`config.mk`:
```
export PLATFORM = sky130hd
export DESIGN_NAME = modinv_flat
export DESIGN_NICKNAME = d
export VERILOG_FILES = /design/src/rtl/modinv_pkg.sv /design/src/rtl/modinv_if.sv /design/src/rtl/modinv_modmul.sv /design/src/rtl/modinv.sv /design/src/flat_wrapper.sv
export SDC_FILE = /design/constraint.sdc
export NUM_CORES = 1
export LEC_CHECK = 0
export CORE_ASPECT_RATIO = 0.6
export CORE_MARGIN = 5
export CORE_UTILIZATION = 29
export DETAILED_ROUTE_END_ITERATION = 10
export PLACE_DENSITY = 0.53
export SYNTH_ARGS = -nofsm -noshare
export SYNTH_HDL_FRONTEND = slang
export SYNTH_SLANG_ARGS = --single-unit
export TNS_END_PERCENT = 50
```
`constraint.sdc`:
```
create_clock -name clk -period 15.1 [get_ports clk]
set_clock_uncertainty 0.2 [all_clocks]
set_input_delay 1.51 -clock clk [delete_from_list [all_inputs] [get_ports clk]]
set_output_delay 1.51 -clock clk [all_outputs]
set_load 0.1 [all_outputs]
```
`src/rtl/modinv_pkg.sv`:
```
// Shared Kyber arithmetic package: modulus, widths, the inversion exponent and
// the sequencer state encoding used by the modular inverse unit.
package kyber_pkg;

  localparam int Q       = 3329;
  localparam int QW      = 12;
  localparam int EXP_INV = Q - 2;
  // 3303 is the inverse of 128 (the Kyber NTT length scale); 256^-1 is 3316.
  localparam int N_INV   = 3303;

  typedef enum logic [1:0] {
    IDLE = 2'd0,
    OP   = 2'd1,
    DONE = 2'd2
  } state_t;

endpackage

```
`src/rtl/modinv_if.sv`:
```
// Start/ready/valid request bus of the modular inverse unit.
interface modinv_if;

  logic                    start;
  logic [kyber_pkg::QW-1:0] a;
  logic                    ready;
  logic                    valid;
  logic [kyber_pkg::QW-1:0] r;
  logic                    err;

  modport master (output start, output a, input ready, input valid, input r, input err);
  modport slave  (input start, input a, output ready, output valid, output r, output err);

endinterface

```
`src/rtl/modinv_modmul.sv`:
```
// Three-stage pipelined modular multiplier: product, Barrett quotient estimate,
// final correction. R is valid three cycles after the operands are applied.
module modmul #(
  parameter int Q = 3329,
  parameter int W = 12
) (
  input  logic         clk,
  input  logic         rst,
  input  logic [W-1:0] a_i,
  input  logic [W-1:0] b_i,
  output logic [W-1:0] r_o
);

  localparam int     PW = 2 * W;
  localparam longint M  = (longint'(1) << PW) / Q;

  logic [PW-1:0]   p1_q, p2_q;
  logic [W-1:0]    qe_q, r_q;
  logic [2*PW-1:0] pm;
  logic [W-1:0]    qe_d;
  logic [PW-1:0]   t;
  logic [W-1:0]    r_d;

  // The floored Barrett estimate undershoots by at most one, so t < 2Q.
  always_comb begin
    pm   = (2*PW)'(p1_q) * (2*PW)'(M);
    qe_d = W'(pm >> PW);
    t    = p2_q - PW'(qe_q) * PW'(Q);
    r_d  = (t >= PW'(Q)) ? W'(t - PW'(Q)) : W'(t);
  end

  // NOTE: the pipeline is reset too, so a restart after rst never sees stale products.
  always_ff @(posedge clk or posedge rst) begin
    if (rst) begin
      p1_q <= '0;
      p2_q <= '0;
      qe_q <= '0;
      r_q  <= '0;
    end else begin
      // NOTE: non-blocking so every stage samples the previous stage's old value.
      p1_q <= PW'(a_i) * PW'(b_i);
      p2_q <= p1_q;
      qe_q <= qe_d;
      r_q  <= r_d;
    end
  end

  assign r_o = r_q;

endmodule

```
`src/rtl/modinv.sv`:
```
// Fermat modular inverse r = a^EXP mod Q by left-to-right square-and-multiply
// over one shared pipelined modmul; fixed latency regardless of the operand.
module modinv #(
  parameter int             Q     = kyber_pkg::Q,
  parameter int             EW    = kyber_pkg::QW,
  parameter logic [EW-1:0]  EXP   = EW'(kyber_pkg::EXP_INV),
  parameter int             MMLAT = 3
) (
  input  logic     clk,
  input  logic     rst,
  modinv_if.slave  bus
);

  import kyber_pkg::*;

  localparam logic [1:0] WLAST = 2'(MMLAT);

  state_t        state_q, state_d;
  logic [QW-1:0] base_q, base_d;
  logic [QW-1:0] acc_q, acc_d;
  logic [3:0]    bitidx_q, bitidx_d;
  logic          phase_q, phase_d;
  logic [1:0]    wcnt_q, wcnt_d;
  logic [QW-1:0] r_q, r_d;
  logic          err_q, err_d;
  logic [QW-1:0] mm_a, mm_b, mm_r;

  modmul #(.Q(Q), .W(QW)) u_modmul (
    .clk (clk),
    .rst (rst),
    .a_i (mm_a),
    .b_i (mm_b),
    .r_o (mm_r)
  );

  always_ff @(posedge clk or posedge rst) begin
    if (rst) begin
      state_q  <= IDLE;
      base_q   <= '0;
      acc_q    <= '0;
      bitidx_q <= '0;
      phase_q  <= 1'b0;
      wcnt_q   <= '0;
      r_q      <= '0;
      err_q    <= 1'b0;
    end else begin
      state_q  <= state_d;
      base_q   <= base_d;
      acc_q    <= acc_d;
      bitidx_q <= bitidx_d;
      phase_q  <= phase_d;
      wcnt_q   <= wcnt_d;
      r_q      <= r_d;
      err_q    <= err_d;
    end
  end

  always_comb begin
    // NOTE: hold-by-default on every next-state value keeps this block latch-free.
    state_d  = state_q;
    base_d   = base_q;
    acc_d    = acc_q;
    bitidx_d = bitidx_q;
    phase_d  = phase_q;
    wcnt_d   = wcnt_q;
    r_d      = r_q;
    err_d    = err_q;
    unique case (state_q)
      IDLE: if (bus.start) begin
        base_d   = bus.a;
        acc_d    = bus.a;
        bitidx_d = 4'(EW - 2);
        phase_d  = 1'b0;
        wcnt_d   = '0;
        state_d  = OP;
      end
      OP: begin
        if (wcnt_q == WLAST) begin
          acc_d  = mm_r;
          wcnt_d = '0;
          if (!phase_q && EXP[bitidx_q]) begin
            phase_d = 1'b1;
          end else begin
            phase_d = 1'b0;
            if (bitidx_q == '0) begin
              state_d = DONE;
              r_d     = mm_r;
              err_d   = (base_q == '0);
            end else begin
              bitidx_d = bitidx_q - 4'd1;
            end
          end
        end else begin
          wcnt_d = wcnt_q + 2'd1;
        end
      end
      DONE:    state_d = IDLE;
      default: state_d = IDLE;
    endcase
  end

  always_comb begin
    mm_a      = acc_q;
    mm_b      = phase_q ? base_q : acc_q;
    bus.ready = (state_q == IDLE);
    bus.valid = (state_q == DONE);
    bus.r     = r_q;
    bus.err   = err_q;
  end

endmodule

```
`src/flat_wrapper.sv`:
```
// flat-port wrapper written by rule: the top's interface ports become plain ports
module modinv_flat import kyber_pkg::*;
#(
  parameter int             Q     = kyber_pkg::Q,
  parameter int             EW    = kyber_pkg::QW,
  parameter logic [EW-1:0]  EXP   = EW'(kyber_pkg::EXP_INV),
  parameter int             MMLAT = 3
)
  (clk, rst, bus_start, bus_a, bus_ready, bus_valid, bus_r, bus_err);
  modinv_if bus_i ();
  input  logic clk;
  input  logic rst;
  input wire logic [$bits(bus_i.start)-1:0] bus_start;
  input wire logic [$bits(bus_i.a)-1:0] bus_a;
  output wire logic [$bits(bus_i.ready)-1:0] bus_ready;
  output wire logic [$bits(bus_i.valid)-1:0] bus_valid;
  output wire logic [$bits(bus_i.r)-1:0] bus_r;
  output wire logic [$bits(bus_i.err)-1:0] bus_err;
  assign bus_i.start = bus_start;
  assign bus_i.a = bus_a;
  assign bus_ready = bus_i.ready;
  assign bus_valid = bus_i.valid;
  assign bus_r = bus_i.r;
  assign bus_err = bus_i.err;
  modinv #(.Q(Q), .EW(EW), .EXP(EXP), .MMLAT(MMLAT)) u_core (.clk(clk), .rst(rst), .bus(bus_i));
endmodule
```
# Yosys cells after proc, flatten, opt, wreduce, memory -nomap -nowiden
# Memory sizes are Yosys's and may differ from the RTL's.
# Cells that the tools add are included.
# op_classes
add_sub_neg	4
multipliers	3
n_lt_le_gt_ge	2
eq_ne	8
mux	23
n_bitwise	1
n_reduce_logical	12
# ops
op	count
$mux 12	4
$mul 24x13->36 const B	1
$ge 24x12->1 const B	1
$mul 12x12->24	1
$mul 12x12->24 const B	1
$pmux 12 s2	1
$sub 24x24->24	1
$mux 4	4
$logic_not 12->1	1
$mux 2	6
$sub 12x12->12 const B	1
$pmux 2 s2	2
$pmux 4 s2	1
$reduce_and 4->1	2
$ne 2x2->1 const B	3
$lt 4x5->1 const B	1
$reduce_and 5->1	1
$eq 2x2->1 const B	2
$logic_not 4->1	1
$mux 1	4
$ne 2x1->1 const B	2
$reduce_and 2->1	2
$sub 4x1->4 const B	1
$reduce_and 3->1	1
8 further kinds	8
# totals
register_bits	118
rom_bits	16
input_bits	15
out_inout_bits	15
elab_cells	66
n_memories	1
# mem_list
name	depth	word_bits	read_ports	rd_clocked_by_memory_dff	wr	line	text
(name not given)	16	1	1	0	0	modinv.sv:81	if (!phase_q && EXP[bitidx_q]) begin

# Logic depth before layout (Yosys ltp)
# Gate-level depths: netlist (run 1).
# logic_depth
depth_word	6
depth_mapped	26
mapped_depth_nobuf	23

# By module
# From an unflattened synthesis (run 1), not the netlist that was laid out.
# unflattened
cells_unflattened	1716
area_unflattened_um2	17070.1
# modules_own_cells
mod	instances	cells_each	area_per_inst_um2	seq_area_each_um2
modmul	1	1533	14839.2	1801.7
modinv	1	183	2230.9	1151.1

# Least setup slack after synthesis (run 1)
# No wires, ideal clock.
# synth_path
kind	flip-flop to flip-flop
from	register u_core.phase_q
to	register u_core.u_modmul.p1_q[22]
setup_time_ps	80
arrival_time_ps	6149
t_required_ps	14820
slack_ps	8671
path_stages_with_launch	23
path_buffers	3
period_less_slack_ps	6429
path_cell_list	dfrtp_1 > clkbuf_1 > clkbuf_1 > mux2_2 > clkbuf_1 > nand2_1 > fa_1 > fa_1 > fa_1 > inv_1 > fa_1 > inv_1 > fa_1 > inv_1 > ha_1 > or3_1 > o21ai_0 > a21oi_1 > a41o_1 > o41a_1 > a41o_1 > o41ai_1 > xnor2_1
# synth_between
elab_chain_cells	2
# synth_rtl
element	line	text
start, declared	modinv.sv:22	logic phase_q, phase_d;
start signal, assigned	modinv.sv:51	phase_q <= phase_d;
$mux 12	modinv.sv:104	mm_b = phase_q ? base_q : acc_q;
$mul 12x12->24	modinv_modmul.sv:41	p1_q <= PW'(a_i) * PW'(b_i);
end signal, assigned	modinv_modmul.sv:41	
end, declared	modinv_modmul.sv:17	logic [PW-1:0] p1_q, p2_q;
# No other way between the ends.
# A chain may end at the register's enable or synchronous reset.

# Worst setup path in the final report (run 1)
# Ends and elaborated chain as after synthesis.

==> results of run 1 <==
==> cells in the mapped netlist (21+ instances only) <==
library cell	number
fa_1	254
and2_1	26
mux2_2	21
clkbuf_1	38
ha_1	265
nor2b_1	35
a21o_1	22
xor2_1	31
xnor2_1	35
inv_1	429
nor2_1	41
dfrtp_1	118
a21oi_1	45
nand2_1	163
o21ai_0	50
==> critical path: stages (launching register included) <==
cell	delay, ps
dfrtp_1	730
mux2i_1	770
nor2b_1	150
fa_1	600
inv_1	70
fa_1	530
inv_1	50
fa_1	460
fa_1	490
inv_1	50
fa_1	510
inv_1	60
ha_1	230
or3_1	370
o21ai_0	70
a21oi_1	110
a41o_1	310
o41a_1	350
a41o_1	270
o41ai_1	310
xnor2_1	170
==> flip-flops by register name, indices dropped and copies added, names as in the netlist <==
| register | flops |
|---|---|
| u_core.u_modmul.p1_q | 24 |
| u_core.u_modmul.p2_q | 24 |
| u_core.acc_q | 12 |
| u_core.base_q | 12 |
| u_core.bus.r | 12 |
| u_core.u_modmul.qe_q | 12 |
| u_core.u_modmul.r_o | 12 |
| u_core.bitidx_q | 4 |
| u_core.state_q | 2 |
| u_core.wcnt_q | 2 |
| u_core.bus.err | 1 |
| u_core.phase_q | 1 |
==> per-stage QoR <==
stage          setup WS, ps  hold WS, ps   util  area, um^2  instances
2_1_floorplan          8670          238      -       17000       1743
3_3_place_gp           8270          259  0.314       18100       2504
3_5_place_dp           8230          270  0.314       18100       2504
4_1_cts                8160          283  0.324       18700       2536
5_1_grt                7730          300  0.324       18700       2536
6_report               8140          273  0.324       18700       2536
==> path summary, 6_finish.rpt <==
| kind | from | endpoint | slack, ps |
|---|---|---|---|
| setup / recovery | u_core.phase_q | u_core.u_modmul.p1_q[22] | 8140 |
| hold / removal | u_core.bus.r[7] | u_core.bus.r[7] | 270 |
| setup reg to reg | u_core.phase_q | u_core.u_modmul.p1_q[22] | 8140 |
| hold reg to reg | u_core.bus.r[7] | u_core.bus.r[7] | 270 |
| max in group asynchronous | rst | u_core.u_modmul.qe_q[10] | 12050 |
| min in group asynchronous | rst | u_core.bitidx_q[2] | 1340 |
==> routing by layer <==
layer	part of all wire	global-route usage	vias up	wire, um
met5	0	0	-	0
met4	0.0064	0.0179	0	257
met3	0.060	0.0290	24	2420
met2	0.37	0.173	259	15100
met1	0.56	0.221	5542	22500
li1	-	-	5443	-
==> logic make-up after synthesis <==
| kind of cell | Yosys count | share of synthesized area |
|---|---|---|
| adder cells (fa/ha/maj) | 519 | 0.495 |
| buffers and inverters | 470 | 0.104 |
| multiplexers | 39 | 0.0249 |
| flip-flops | 118 | 0.174 |
| XOR/XNOR | 66 | 0.0341 |
| AO/OA/AOI/OAI | 190 | 0.0734 |
| AND/OR/NAND/NOR | 341 | 0.0942 |
==> final cells by class <==
class | count | area, um^2 | share of cell area
Inverter | 429 | 1610 | 0.0862
Timing Repair Buffer | 32 | 313 | 0.0167
Sequential cell | 118 | 2950 | 0.158
Clock buffer | 20 | 457 | 0.0244
Tap cell | 770 | 963 | 0.0515
Clock inverter | 12 | 176 | 0.00943
Multi-Input combinational cell | 1155 | 12200 | 0.654
==> results.tsv, run 1 <==
metric	value	unit
ys_seq_elements	118	
count_of_buffers_inserted_at_the_top_level_ports	29	
path_class_of_the_lowest_slack_min_delay_path	reg -> reg	
yosysWarningCount	0	
ys_types	61	
synth_top_cells_by_area	fa_1 (30%), ha_1 (20%), dfrtp_1 (17%)	
n_fill_cell	5908	
grt_pass1_vias	11900	
synth_nets	2277	
setup_violations	0	
mappedNetlistArea	17000	um^2
cts_buffers	17	
layout.cells.most_common	inv_1	
area_growth_syn_to_layout	10.3	%
period_minus_slack	6960	ps
avgViaCountPerCell	4.44	
worst-slew-pin-transition	1120	ps
synth_area_per_cell	9.73	um^2
proportion_of_synthesized_flip_flops_having_asynchronous_set_or_reset	1.00	
routed_wirelength	40300	um
crit_type	reg -> reg	
clkSlewWorstSetupHoldPaths	60	ps
grt_antenna_before_repair	1	
drc	0	
htree_levels	4	
grt_pass1_wl	66800	um
fmax	144	MHz
slew_violations	0	
die_area	63600	um^2
rsz_0062_raised_after_global_routing	no	
critPathLaunchType	register	
final_min_period_over_clock_period	0.461	
worst-endpoint-required	15250	ps
syn-instance-count	1743	
synthDominantCellAreaShare	0.300	
synth_area_leader_cell	fa_1	
num_antenna_cells	0	
grt_max_degree	66	
synth_enable_flop_cells	0	
hold_viol_final	0	
rr_worst_depth	20	
finalSetupTns	0	ps
clock_insertion_delay_worst_skew	430	ps
core_area	57700	um^2
synth.yosys.seq_area_share	0.174	
place_congestion	0.842	
cts-resized-gates	0	
placementRows	68	
buffer_count_from_post_cts_setup_fixing	0	
count_of_cells_along_the_worst_hold_path	2	
antenna_left	0	
timing.critical_path.arrival	7120	ps
max-slew-margin-rel	0.254	
max-clock-path-buffers	2	
grt_util_all_layers	0.132	
die_width	322	um
final_nets	2287	
cts_root_buf	clkbuf_16	
holdBufCountCts	0	
io-pin-count	30	
detail_route.wl_per_cell	15.9	um
outcome	complete, no violations	
tritoncts	done	
initial_utilization	0.294	
layout.cells.most_common_list	inv_1 (428), ha_1 (265), fa_1 (254)	
synth_flop_cell	dfrtp_1	
dr_total_vias	11300	
drt_first_iter_violations	682	
clkSinkCount	118	
first_pass_iters	5	
grt_remaining_overflow	0	
max_cap_viols	0	
layout-drive-gt1-share	0.0396	
timing.critical_path.fanout_max	15	
chipHeight	197	um
worst_setup_path_end_kind	register	
dp.final_hpwl	33700	um
Power of run 1 is left out: the tool's default activity adds up to more than one toggle a clock period on the data nets, which glitch-free logic cannot reach.
==> inputs of run 2 (changes only) <==
PLACE_DENSITY = 0.55   (was 0.53)
clock period = 6.06 ns   (was 15.1 ns; I/O delays follow)
==> run 2 against run 1 <==
Against the previous run: register-to-register slack got worse by 8100 ps; worst setup slack got worse by 8100 ps; sequential cell count unchanged; maximum frequency increased by 15%; die area unchanged; utilization increased by 1.4 points; first-iteration DRC count increased by 12%; critical path type unchanged; highest routed layer is now met5.
==> results.tsv, run 2 (same netlist as run 1, synthesis figures left out) <==
metric	value	unit
first_pass_iters	5	
grt_pass1_vias	12200	
tritoncts	done	
grt_remaining_overflow	0	
crit_type	reg -> reg	
place_congestion	0.850	
grt_antenna_before_repair	3	
hold_viol_final	0	
grt_max_degree	66	
critPathLaunchType	register	
antenna_left	0	
avgViaCountPerCell	4.46	
period_minus_slack	6040	ps
worst_setup_path_end_kind	register	
worst-slew-pin-transition	977	ps
rsz_0062_raised_after_global_routing	yes	
dp.final_hpwl	34800	um
dpl-instance-area	18600	um^2
grt_pass1_wl	67700	um
max_cap_viols	0	
layout.cells.most_common_list	inv_1 (426), ha_1 (257), fa_1 (249)	
final_area	19500	um^2
rr_startpoint	u_core.phase_q	
r2r_endpoint	u_core.u_modmul.p1_q[22]	
layout-drive-gt1-share	0.0977	
outcome	complete, no violations	
htree_levels	4	
worstHoldStart	u_core.bus.r[1]	
holdBufCountCts	0	
worst-endpoint-required	6210	ps
io-pin-count	30	
clock_insertion_delay_worst_skew	430	ps
core_area	57700	um^2
num_antenna_cells	0	
routed_wirelength	41100	um
count_of_buffers_inserted_at_the_top_level_ports	29	
initial_utilization	0.294	
timing.critical_path.fanout_max	8	
placementRows	68	
grt_util_all_layers	0.134	
die_width	322	um
reg.largest.list	u_core.u_modmul.p1_q: 24 flops, u_core.u_modmul.p2_q: 24 flops	
hold-path-endpoint	u_core.bus.r[1]	
die_area	63600	um^2
count_of_cells_along_the_worst_hold_path	2	
drt_first_iter_violations	765	
n_fill_cell	5779	
fmax	166	MHz
reg2reg_setup_slack	20	ps
path_class_of_the_lowest_slack_min_delay_path	reg -> reg	
max-clock-path-buffers	2	
chipHeight	197	um
final_nets	2354	
area_growth_syn_to_layout	15.0	%
slew_violations	0	
rr_worst_depth	22	
setup_violations	0	
layout.cells.most_common	inv_1	
final_min_period_over_clock_period	0.996	
clkSinkCount	118	
cts_buffers	17	
clkSlewWorstSetupHoldPaths	60	ps
dr_total_vias	11600	
cts_root_buf	clkbuf_16	
max-slew-margin-rel	0.346	
timing.critical_path.arrival	6180	ps
drc	0	
detail_route.wl_per_cell	15.8	um
[run 2: per-stage QoR]
stage          instances  hold slack (ps)  TNS [ps]  setup WS (ps)   util
4_1_cts             2598              277         0           4.43  0.334
2_1_floorplan       1743              238         0           31.4      -
3_3_place_gp        2564              262         0           9.49  0.322
5_1_grt             2603              306      -202           -123  0.338
6_report            2603              277         0           22.3  0.338
3_5_place_dp        2564              263         0           11.4  0.322
[run 2: cell type report]
class                           instances  area (um^2)  area share
Multi-Input combinational cell       1155        12500       0.638
Tap cell                              770          963      0.0494
Clock inverter                         13          194     0.00994
Timing Repair Buffer                   99          875      0.0448
Clock buffer                           19          453      0.0232
Sequential cell                       118         2960       0.152
Inverter                              429         1610      0.0827
[run 2: critical path, cell delays in order, from the launching register on]
cell      delay (ps)
dfrtp_1          410
buf_12           160
mux2_4           330
buf_6            130
buf_12           130
nand2_1           80
fa_1             410
inv_1             60
ha_1             130
inv_1             50
fa_1             530
inv_1             60
fa_1             530
fa_1             550
ha_1             370
a21boi_1         170
o21ai_1          210
a21oi_2           90
a41o_1           240
o41a_1           410
a41o_1           220
o41ai_2          300
xnor2_1          170
[run 2: what timing repair did]
item	4_1_cts	5_1_grt
pin swaps	4	27
buffers inserted	2	3
gates resized for setup	8	54
gates cloned	0	2
setup endpoints to repair	1	22
[run 2: worst max path at each step]
stage | to | startpoint | cells after the start
5_1_grt | u_core.u_modmul.p1_q[22] | u_core.phase_q | 21
6_report | u_core.u_modmul.p1_q[22] | u_core.phase_q | 22
3_3_place_gp | u_core.u_modmul.p1_q[22] | u_core.phase_q | 21
4_1_cts | u_core.u_modmul.p1_q[22] | u_core.phase_q | 20
2_1_floorplan | u_core.u_modmul.p1_q[22] | u_core.phase_q | 22
3_5_place_dp | u_core.u_modmul.p1_q[22] | u_core.phase_q | 21
[run 2: routing by layer]
metal	routed length (um)	part of all wire	vias to the layer above	global-route usage
met5	13	0.00032	-	0
met4	376	0.0091	2	0.0210
li1	-	-	5570	-
met1	22100	0.54	5728	0.217
met3	3130	0.076	31	0.0378
met2	15500	0.38	279	0.176
Power of run 2 is left out for the same reason.
==> inputs of run 3 (changes only) <==
SKIP_LAST_GASP = 1   (was not set)
==> run 3 against run 2 <==
Against the previous run: global-route usage did not move; sequential share of layout area hardly changed; routed wire length barely moved; die area unchanged; worst hold slack improved by 0.90 ps; critical path depth stayed put; worst setup slack improved by 6.4 ps; register-to-register slack barely moved; critical path type unchanged; highest routed layer unchanged.
==> results.tsv, run 3 (same netlist as run 1, synthesis figures left out) <==
metric	value	unit
critical_path.max_stage_delay	550	ps
max-clock-path-buffers	2	
core_area	57700	um^2
critPathLaunchType	register	
layout.cells.most_common_list	inv_1 (426), ha_1 (257), fa_1 (249)	
period_minus_slack	6030	ps
worst-endpoint-required	6210	ps
fmax	166	MHz
slew_violations	0	
timing.critical_path.fanout_max	8	
cts_root_buf	clkbuf_16	
num_antenna_cells	0	
place_congestion	0.850	
fin_hold_ws	278	ps
cts_buffers	17	
grt_remaining_overflow	0	
grt_max_degree	66	
dp.final_hpwl	34800	um
path_class_of_the_lowest_slack_min_delay_path	reg -> reg	
dr_total_vias	11600	
layout.cells.most_common	inv_1	
cp_common_cell	fa_1	
path_buf_inv	6	
grt_pass1_wl	67700	um
cpLargestDelayFamily	adder cells	
worstPathCellList	buf_12 > mux2_4 > buf_6 > buf_12 > nand2_1 > fa_1 > inv_1 > ha_1 > inv_1 > fa_1 > inv_1 > fa_1 > fa_1 > ha_1 > a21boi_1 > o21ai_1 > a21oi_2 > a41o_1 > o41a_1 > a41o_1 > o41ai_2 > xnor2_1	
grt_util_all_layers	0.134	
final_min_period_over_clock_period	0.995	
outcome	complete, no violations	
count_of_buffers_inserted_at_the_top_level_ports	29	
drt_first_iter_violations	809	
timing.critical_path.arrival	6180	ps
die_width	322	um
setup_violations	0	
grt_antenna_before_repair	3	
n_fill_cell	5778	
hold_viol_final	0	
avgViaCountPerCell	4.47	
die_area	63600	um^2
clkSlewWorstSetupHoldPaths	60	ps
multi_input_area	12400	um^2
initial_utilization	0.294	
detail_route.wl_per_cell	15.8	um
drc	0	
io-pin-count	30	
placementRows	68	
rsz_0062_raised_after_global_routing	yes	
clock_insertion_delay_worst_skew	430	ps
final_nets	2354	
layout-drive-gt1-share	0.0955	
worst_setup_path_end_kind	register	
crit_type	reg -> reg	
max_cap_viols	0	
area_growth_syn_to_layout	14.9	%
chipHeight	197	um
grt_pass1_vias	12200	
first_pass_iters	5	
routed_wirelength	41100	um
antenna_left	0	
timing.critical_path.slowest_stage_cell	fa_1	
clkSinkCount	118	
area.sequential	2960	um^2
htree_levels	4	
tritoncts	done	
reg.largest.list	u_core.u_modmul.p1_q: 24 flops, u_core.u_modmul.p2_q: 24 flops	
max-slew-margin-rel	0.346	
worst-slew-pin-transition	977	ps
[run 3: cell types whose count changed in the layout (fill, tap and decap cells not counted)]
cell	previous run	this run
a211oi_2	1	0
a2111oi_2	1	0
or3_1	3	4
buf_2	1	0
or3_4	1	0
nand3_2	1	0
a211oi_1	6	7
a2111oi_1	0	1
nand3_1	15	16
clkdlybuf4s15_2	0	1
[run 3: area by class of cell]
| type | instances | share of cell area |
|---|---|---|
| multi-input cells | 1155 | 0.638 |
| flip-flops and latches | 118 | 0.152 |
| inverters | 429 | 0.0827 |
| well taps | 770 | 0.0494 |
| repair buffers | 99 | 0.0452 |
| clock buffers | 19 | 0.0232 |
| clock inverters | 13 | 0.00995 |
[run 3: metal layers]
metal,GRT usage,share of wire
met2,0.176,0.38
met1,0.217,0.53
met4,0.0210,0.0087
met3,0.0378,0.080
met5,0,0.00032
[run 3: stage by stage]
| stage | TNS, ps | worst slack [ps] | instance area [um^2] | util | cells |
|---|---|---|---|---|---|
| after floorplan | 0 | 31.4 | 17000 | - | 1743 |
| after global placement | 0 | 9.49 | 18600 | 0.322 | 2564 |
| after detailed placement | 0 | 11.4 | 18600 | 0.322 | 2564 |
| after CTS | 0 | 4.43 | 19300 | 0.334 | 2598 |
| after global routing | -417 | -123 | 19500 | 0.338 | 2603 |
| final | 0 | 28.7 | 19500 | 0.338 | 2603 |
[run 3: repair_timing]
action | 4_1_cts | 5_1_grt
endpoints found under the setup margin | 1 | 22
pin swaps | 4 | 27
setup buffers | 2 | 3
cloned | 0 | 2
hold buffers | 0 | 0
endpoints found under the hold margin | 0 | 0
resized for setup | 8 | 49
[run 3: worst paths after layout]
kind	slack [ps]	to	startpoint	cells past startpoint
max reg2reg	30	u_core.u_modmul.p1_q[22]	u_core.phase_q	22
min	280	u_core.bus.r[1]	u_core.bus.r[1]	2
min in group asynchronous	490	u_core.state_q[1]	rst	2
min reg2reg	280	u_core.bus.r[1]	u_core.bus.r[1]	2
max	30	u_core.u_modmul.p1_q[22]	u_core.phase_q	22
max in group asynchronous	3960	u_core.u_modmul.p1_q[13]	rst	3
[run 3: tightest hold or removal path, cell delays in order, from the launching register on]
cell and delay (ps):
dfrtp_1 340, nand2_1 50, nand2_1 50
Power of run 3 is left out for the same reason.
